===== src/rtl/pipe_fwd_pkg.sv =====
// pipe_fwd_pkg
// Shared encodings for the ID-stage operand forwarding / hazard unit.
//   KIND_*  : result kind carried by the EXE and MEM stages with their write enable
//   CAUSE_* : stall_cause encoding, numerically ordered so that a lower non-zero
//             code has higher priority
package pipe_fwd_pkg;

  localparam logic [1:0] KIND_ALU  = 2'b00;
  localparam logic [1:0] KIND_LOAD = 2'b01;
  localparam logic [1:0] KIND_LINK = 2'b10;
  localparam logic [1:0] KIND_MDU  = 2'b11;

  localparam logic [1:0] CAUSE_NONE   = 2'b00;
  localparam logic [1:0] CAUSE_LOAD   = 2'b01;
  localparam logic [1:0] CAUSE_MDU    = 2'b10;
  localparam logic [1:0] CAUSE_STRUCT = 2'b11;

endpackage


===== src/rtl/mdu_pend_tracker.sv =====
// mdu_pend_tracker
// One-entry pending-write scoreboard for the multi-cycle MDU.
// An issue loads the entry with the destination and a countdown of MDU_LAT-1;
// the countdown runs every cycle regardless of pipeline stalls. When it reaches
// zero the entry requests the register-file write port for exactly that cycle
// and is released on the following edge (unless a new issue reloads it).
// Ports:
//   clk, rst_n   clock, synchronous active-low reset
//   issue        load the entry this edge
//   issue_addr   destination register of the issuing op
//   pend_valid   entry occupied (also the tracker's visible state)
//   pend_addr    destination held by the entry
//   wb_fire      entry is writing back this cycle
//   cnt_gt1      more than one cycle left before writeback
module mdu_pend_tracker #(
  parameter int REG_AW  = 5,
  parameter int MDU_LAT = 4
) (
  input  logic              clk,
  input  logic              rst_n,
  input  logic              issue,
  input  logic [REG_AW-1:0] issue_addr,
  output logic              pend_valid,
  output logic [REG_AW-1:0] pend_addr,
  output logic              wb_fire,
  output logic              cnt_gt1
);

  localparam int CW = (MDU_LAT > 1) ? $clog2(MDU_LAT) : 1;
  localparam logic [CW-1:0] CNT_INIT = CW'(MDU_LAT - 1);
  localparam logic [CW-1:0] CNT_ONE  = CW'(1);

  logic [CW-1:0] cnt;

  always_ff @(posedge clk) begin
    if (!rst_n) begin
      pend_valid <= 1'b0;
      pend_addr  <= '0;
      cnt        <= '0;
    end else if (issue) begin
      pend_valid <= 1'b1;
      pend_addr  <= issue_addr;
      cnt        <= CNT_INIT;
    end else if (pend_valid) begin
      if (cnt != '0) cnt <= cnt - CNT_ONE;
      else           pend_valid <= 1'b0;
    end
  end

  assign wb_fire = pend_valid && (cnt == '0);
  assign cnt_gt1 = pend_valid && (cnt > CNT_ONE);

endmodule


===== src/rtl/operand_fwd_scoreboard.sv =====
// operand_fwd_scoreboard
// ID-stage operand forwarding and hazard unit. Each read port takes the newest
// in-flight value for its register from EXE, MEM, WB or a completing MDU
// writeback; results that are not yet available (EXE load, any in-flight MDU
// result) raise a stall. A one-entry tracker sequences MDU writebacks, and a
// saturating counter records stalled cycles.
// Ports:
//   id_*          ID instruction: read addresses/enables, RF data, destination, MDU flag
//   exe_*, mem_*  in-flight destinations, result kinds and candidate values
//   wb_*          WB-stage register write
//   mdu_result    MDU result, consumed while mdu_wb_req=1
//   flush         squashes an MDU issue from EXE this cycle
//   op_out        forwarded operands, port p at [p*DATA_W +: DATA_W]
//   stall         hold IF/ID and insert a bubble into EXE
//   stall_cause   00 none, 01 load-use, 10 MDU RAW/WAW, 11 MDU structural
//   mdu_wb_req    drive the RF second write port (mdu_wb_addr <= mdu_result)
//   mdu_busy      an MDU write is pending
//   stall_cnt     saturating count of stalled cycles
// Handshake: mdu_wb_req is a one-cycle, valid-only request with no ready; the
// register file's second write port must accept it in the cycle it is raised.
module operand_fwd_scoreboard
  import pipe_fwd_pkg::*;
#(
  parameter int DATA_W  = 32,
  parameter int REG_AW  = 5,
  parameter int NUM_RP  = 2,
  parameter int MDU_LAT = 4,
  parameter int CNT_W   = 32
) (
  input  logic                     clk,
  input  logic                     rst_n,
  input  logic [NUM_RP*REG_AW-1:0] id_raddr,
  input  logic [NUM_RP-1:0]        id_ren,
  input  logic [NUM_RP*DATA_W-1:0] id_rdata,
  input  logic                     id_we,
  input  logic [REG_AW-1:0]        id_waddr,
  input  logic                     id_is_mdu,
  input  logic                     exe_we,
  input  logic [REG_AW-1:0]        exe_waddr,
  input  logic [1:0]               exe_kind,
  input  logic [DATA_W-1:0]        exe_Z,
  input  logic [DATA_W-1:0]        exe_NPC,
  input  logic                     mem_we,
  input  logic [REG_AW-1:0]        mem_waddr,
  input  logic [1:0]               mem_kind,
  input  logic [DATA_W-1:0]        mem_Z,
  input  logic [DATA_W-1:0]        mem_NPC,
  input  logic [DATA_W-1:0]        mem_ldata,
  input  logic                     wb_we,
  input  logic [REG_AW-1:0]        wb_waddr,
  input  logic [DATA_W-1:0]        wb_data,
  input  logic [DATA_W-1:0]        mdu_result,
  input  logic                     flush,
  output logic [NUM_RP*DATA_W-1:0] op_out,
  output logic                     stall,
  output logic [1:0]               stall_cause,
  output logic                     mdu_wb_req,
  output logic [REG_AW-1:0]        mdu_wb_addr,
  output logic                     mdu_busy,
  output logic [CNT_W-1:0]         stall_cnt
);

  localparam bit LAT_GT1 = (MDU_LAT > 1);

  logic              pend_valid;
  logic [REG_AW-1:0] pend_addr;
  logic              wb_fire;
  logic              cnt_gt1;
  logic              issue_cand;
  logic              mdu_issue;
  logic [NUM_RP-1:0] load_haz;
  logic [NUM_RP-1:0] mdu_haz;
  logic              waw_haz;
  logic              struct_haz;

  // An MDU op in EXE that would issue if the pipeline were not stalled.
  assign issue_cand = exe_we && (exe_kind == KIND_MDU) && !flush;
  assign mdu_issue  = issue_cand && !stall;

  mdu_pend_tracker #(
    .REG_AW (REG_AW),
    .MDU_LAT(MDU_LAT)
  ) u_tracker (
    .clk       (clk),
    .rst_n     (rst_n),
    .issue     (mdu_issue),
    .issue_addr(exe_waddr),
    .pend_valid(pend_valid),
    .pend_addr (pend_addr),
    .wb_fire   (wb_fire),
    .cnt_gt1   (cnt_gt1)
  );

  assign mdu_wb_req  = wb_fire;
  assign mdu_wb_addr = wb_fire ? pend_addr : '0;
  assign mdu_busy    = pend_valid;

  for (genvar p = 0; p < NUM_RP; p++) begin : g_port
    logic [REG_AW-1:0] r;
    logic [DATA_W-1:0] op;
    logic              hz_load;
    logic              hz_mdu;

    assign r = id_raddr[p*REG_AW +: REG_AW];

    // Youngest producer wins: EXE, then MEM, then WB, then the MDU writeback.
    always_comb begin
      op      = id_rdata[p*DATA_W +: DATA_W];
      hz_load = 1'b0;
      hz_mdu  = 1'b0;
      if (r == '0) begin
        op = '0;
      end else if (exe_we && (exe_waddr == r)) begin
        case (exe_kind)
          KIND_ALU:  op = exe_Z;
          KIND_LINK: op = exe_NPC;
          KIND_LOAD: hz_load = 1'b1;
          default:   hz_mdu  = 1'b1;
        endcase
      end else if (mem_we && (mem_waddr == r)) begin
        case (mem_kind)
          KIND_ALU:  op = mem_Z;
          KIND_LINK: op = mem_NPC;
          KIND_LOAD: op = mem_ldata;
          default:   hz_mdu = 1'b1;
        endcase
      end else if (wb_we && (wb_waddr == r)) begin
        op = wb_data;
      end else if (wb_fire && (pend_addr == r)) begin
        op = mdu_result;
      end else if (pend_valid && (pend_addr == r)) begin
        hz_mdu = 1'b1;
      end
    end

    assign op_out[p*DATA_W +: DATA_W] = op;
    assign load_haz[p] = hz_load && id_ren[p];
    assign mdu_haz[p]  = hz_mdu && id_ren[p];
  end

  // A write landing on the pending register before the MDU writes it back
  // would be overwritten by the late MDU result.
  assign waw_haz = id_we && (id_waddr != '0) && pend_valid && !wb_fire &&
                   (id_waddr == pend_addr);

  // The issue term uses the candidate rather than mdu_issue: mdu_issue depends
  // on stall, so using it here would form a combinational loop. When an EXE
  // MDU op meets an ID MDU op, the stall wins and the EXE op does not issue.
  assign struct_haz = id_is_mdu && (cnt_gt1 || (issue_cand && LAT_GT1));

  always_comb begin
    stall_cause = CAUSE_NONE;
    if (|load_haz)                 stall_cause = CAUSE_LOAD;
    else if ((|mdu_haz) || waw_haz) stall_cause = CAUSE_MDU;
    else if (struct_haz)           stall_cause = CAUSE_STRUCT;
  end

  assign stall = |stall_cause;

  always_ff @(posedge clk) begin
    if (!rst_n) begin
      stall_cnt <= '0;
    end else if (stall && (stall_cnt != '1)) begin
      stall_cnt <= stall_cnt + CNT_W'(1);
    end
  end

endmodule


===== config.mk =====
export PLATFORM = sky130hd
export DESIGN_NAME = operand_fwd_scoreboard
export DESIGN_NICKNAME = d
export VERILOG_FILES = /design/src/rtl/pipe_fwd_pkg.sv /design/src/rtl/mdu_pend_tracker.sv /design/src/rtl/operand_fwd_scoreboard.sv
export SDC_FILE = /design/constraint.sdc
export NUM_CORES = 1
export LEC_CHECK = 0
export BUFFER_PORTS_ARGS = -buffer_cell sky130_fd_sc_hd__buf_2
export CORE_AREA = 3 3 168 170
export CTS_CLUSTER_DIAMETER = 150
export DETAILED_ROUTE_END_ITERATION = 8
export DIE_AREA = 0 0 171 173
export PLACE_DENSITY_LB_ADDON = 0.12
export SLEW_MARGIN = 5
export SYNTH_ARGS = -nofsm -noshare
export SYNTH_HDL_FRONTEND = slang
export SYNTH_SLANG_ARGS = --single-unit

===== constraint.sdc =====
create_clock -name clk -period 3.4 [get_ports clk]
set_input_delay 0.34 -clock clk [delete_from_list [all_inputs] [get_ports clk]]
set_output_delay 0.34 -clock clk [all_outputs]
set_load 0.01 [all_outputs]

==> results.toml <==
[sta]
hold_viol_final = 0
rsz0062_at_grt = "no"
fin_crit_sh = 0.877
layout_setup_ws_ns = 0.419
worstMarginPinSlew_ns = 0.851
maxSlewViolCount = 0
tns_ns = 0
max-slew-margin-rel = 0.432
finClkSkew_ns = 0.00658
period_needed_ns = 2.98
clock.fmax_mhz = 335
timing.final.setup_violations = 0

[clocking]
path_clk_slew_ns = 0.06
clkSinkCount = 40
cts_hold_buf = 0
cts_buffers = 5
clkLatencyLatePin_ns = 0.29
ctsRootBufferMaster = "clkbuf_16"
cts.repair.resized = 0
cts.path.max_buffers = 2
h-tree-depth = 2
post_cts_buffers = 0
cts_tree = "yes"

[floorplan]
start_util = 0.264
core_sq_mm = 0.0269
die_x_um = 171
ios = 438
die_h_um = 173
die-area_sq_mm = 0.0296
num_rows = 60

[cells_and_area]
final_common_cell = "buf_2"
nFillCells = 3037
multiInputGateArea_sq_mm = 0.00560
final_area_sq_mm = 0.00985
area.sequential_sq_um = 801
drive_gt1_frac = 0.363
syn_to_final_growth_pct = 38.8
final_nets = 1782
layout_common_cells = "434 x buf_2, 96 x a211oi_1, 90 x a21oi_1, 87 x nand2_1, 82 x o21ai_0"

[worst_setup_path]
cp-end-kind = "output port"
path_cells = "xor2_1 -> nor3_1 -> nand3_1 -> nor2_4 -> buf_12 -> nand2_1 -> o21ai_0 -> a221oi_1 -> a211oi_1 -> buf_2"
critPathKind = "reg2out"
slowest_stage = "dfxtp_1"
path_max_fanout = 64
r2r_start = "u_tracker.pend_addr[0]$_SDFFE_PN0P_"
worstRegToRegCells = 9
critPathLaunchType = "flop"
cp.arrival_ns = 2.64
r2r_slack_ns = 0.63
max_stage_delay_ns = 0.49
crit_required_ns = 3.06
r2r-end = "stall_cnt[27]$_SDFFE_PN0P_"

[yosys]
synthCells = 1095
yosys_warnings = 0
syn_nets = 1430
syn-mean-instance-area_sq_um = 6.49
yosysSeqAreaShare = 0.113
synthesis.area_sq_mm = 0.00710
synth_cell_types = 57
ys_ff_latch = 40

[run]
drv_cap = 0

[global_routing]
gr-usage-all-layers = 0.244
overflow = 0
grt_start_max_net_pins = 99
grt_pass1_wl_mm = 57.2
antenna_found_initial = 18
grt_pass1_vias = 9494

[drt]
first_iter_violations = 1120
firstDrtPassIters = 7
postRouteAntennaNets = 0
vias_per_cell = 5.73
drc = 0
wl_per_cell_um = 22.0
drt-total-wl_mm = 39.5
num_vias = 10300

[place]
place_ws_ns = 0.436
place_area_sq_mm = 0.00965
hpwl_mm = 29.0
io_buffers = 437
finalWeightedCongestion = 0.883

[worst_hold_path]
hp-start = "exe_waddr[3]"
whs_path_depth = 3
min_path_type = "in2reg"
hold_end = "u_tracker.pend_addr[3]$_SDFFE_PN0P_"

[power]
cellLeakagePower_nw = 4.34
p_per_area_mw_per_mm2 = 208
total_power_mw = 2.05
vdd_drop_max_mv = 0.246

[run_status]
status = "complete, no violations"
==> final cells by class <==
cell class                 count  area share
timing repair buffer         468       0.259
multi-input combinational    859       0.568
tap                          341      0.0433
clock buffer                   7      0.0155
antenna                        9     0.00229
clock inverter                 1     0.00305
sequential                    40      0.0813
inverter                      73      0.0278
==> per-layer routing <==
metal,routed length (um),vias to the layer above,track usage
li1,-,4903,-
met1,15700,4764,0.303
met2,19000,553,0.419
met3,3610,66,0.0512
met4,1110,18,0.0768
met5,117,-,0
==> logic make-up (layout without fill, tap and decap cells) <==
kind of cell | count (synthesis) | count (layout) | synth area share
muxes | 33 | 33 | 0.0522
other | 0 | 9 | 0
and+or+nand+nor | 311 | 311 | 0.220
buffers and inverters | 196 | 549 | 0.112
xor gates and xnor gates | 45 | 45 | 0.0555
DFF | 40 | 40 | 0.113
adders and majority gates | 3 | 3 | 0.00529
AOI/OAI and AO/OA | 467 | 467 | 0.442
==> cell usage after synthesis, drive strengths merged <==
master	n	area, sq um
a211oi	96	721
a21oi	90	450
a221oi	1	8.76
a222oi	63	631
a31oi	65	422
a32oi	1	8.76
and2	5	31.3
and3	15	98.8
and3b	1	8.76
and4	2	17.5
buf	29	166
clkbuf	94	354
dfxtp	40	801
ha	3	37.5
inv	73	274
mux2	32	360
mux2i	1	10.0
nand2	87	327
nand2b	8	50.1
nand3	22	110
nand3b	3	22.5
nand4	15	93.8
nor2	76	288
nor2b	35	219
nor3	7	40.0
nor3b	1	7.51
nor4	5	31.3
nor4b	1	23.8
o2111ai	1	8.76
o211ai	2	20.0
o21a	5	37.5
o21ai	86	430
o21bai	1	7.51
o22ai	32	200
o2bb2ai	1	8.76
o311ai	5	43.8
o31a	1	8.76
o31ai	12	90.1
o41ai	5	43.8
or2	1	6.26
or3	14	87.6
or4	13	101
xnor2	24	210
xor2	21	184
==> how the worst max path moves through the flow <==
| stage | start | end | slack, ns | cells after the start |
|---|---|---|---|---|
| 6_report | u_tracker.pend_addr[0]$_SDFFE_PN0P_ | op_out[7] | 0.42 | 10 |
| 2_1_floorplan | id_raddr[6] | stall | 0.76 | 10 |
| 3_5_place_dp | id_raddr[9] | u_tracker.pend_addr[1]$_SDFFE_PN0P_ | 0.44 | 11 |
| 3_3_place_gp | id_raddr[9] | u_tracker.pend_addr[2]$_SDFFE_PN0P_ | 0.42 | 11 |
| 5_1_grt | u_tracker.pend_addr[0]$_SDFFE_PN0P_ | op_out[7] | 0.28 | 10 |
| 4_1_cts | u_tracker.pend_addr[0]$_SDFFE_PN0P_ | op_out[7] | 0.36 | 10 |
==> metrics by stage <==
stage / hold WS, ns / utilization / instances
detailed placement: 0.484 / 0.359 / 1781
global placement: 0.474 / 0.359 / 1781
floorplan: 0.483 / - / 1095
global route: 0.367 / 0.367 / 1798
CTS: 0.359 / 0.366 / 1789
finish: 0.357 / 0.367 / 1798
==> state kept, by name (all words and copies together), names as in the netlist <==
signal / cells
stall_cnt: 32
u_tracker.cnt: 2
u_tracker.pend_valid: 1
u_tracker.pend_addr: 5
==> where the power goes <==
group	internal (mW)	switching [mW]	leakage, nW	total (mW)
clock network	0.387	0.196	0.0902	0.583
logic	0.433	0.555	3.93	0.988
registers	0.472	0.00472	0.322	0.476
total	1.29	0.756	4.34	2.05
==> critical path: cells and delay by family (launching register included) <==
kind	cells	cell delay (ns)
DFF	1	0.49
AOI/OAI and AO/OA	3	0.67
and+or+nand+nor	4	0.58
xor gates and xnor gates	1	0.11
buffers and inverters	2	0.49
No activity file was read; power rests on OpenSTA's default activity.
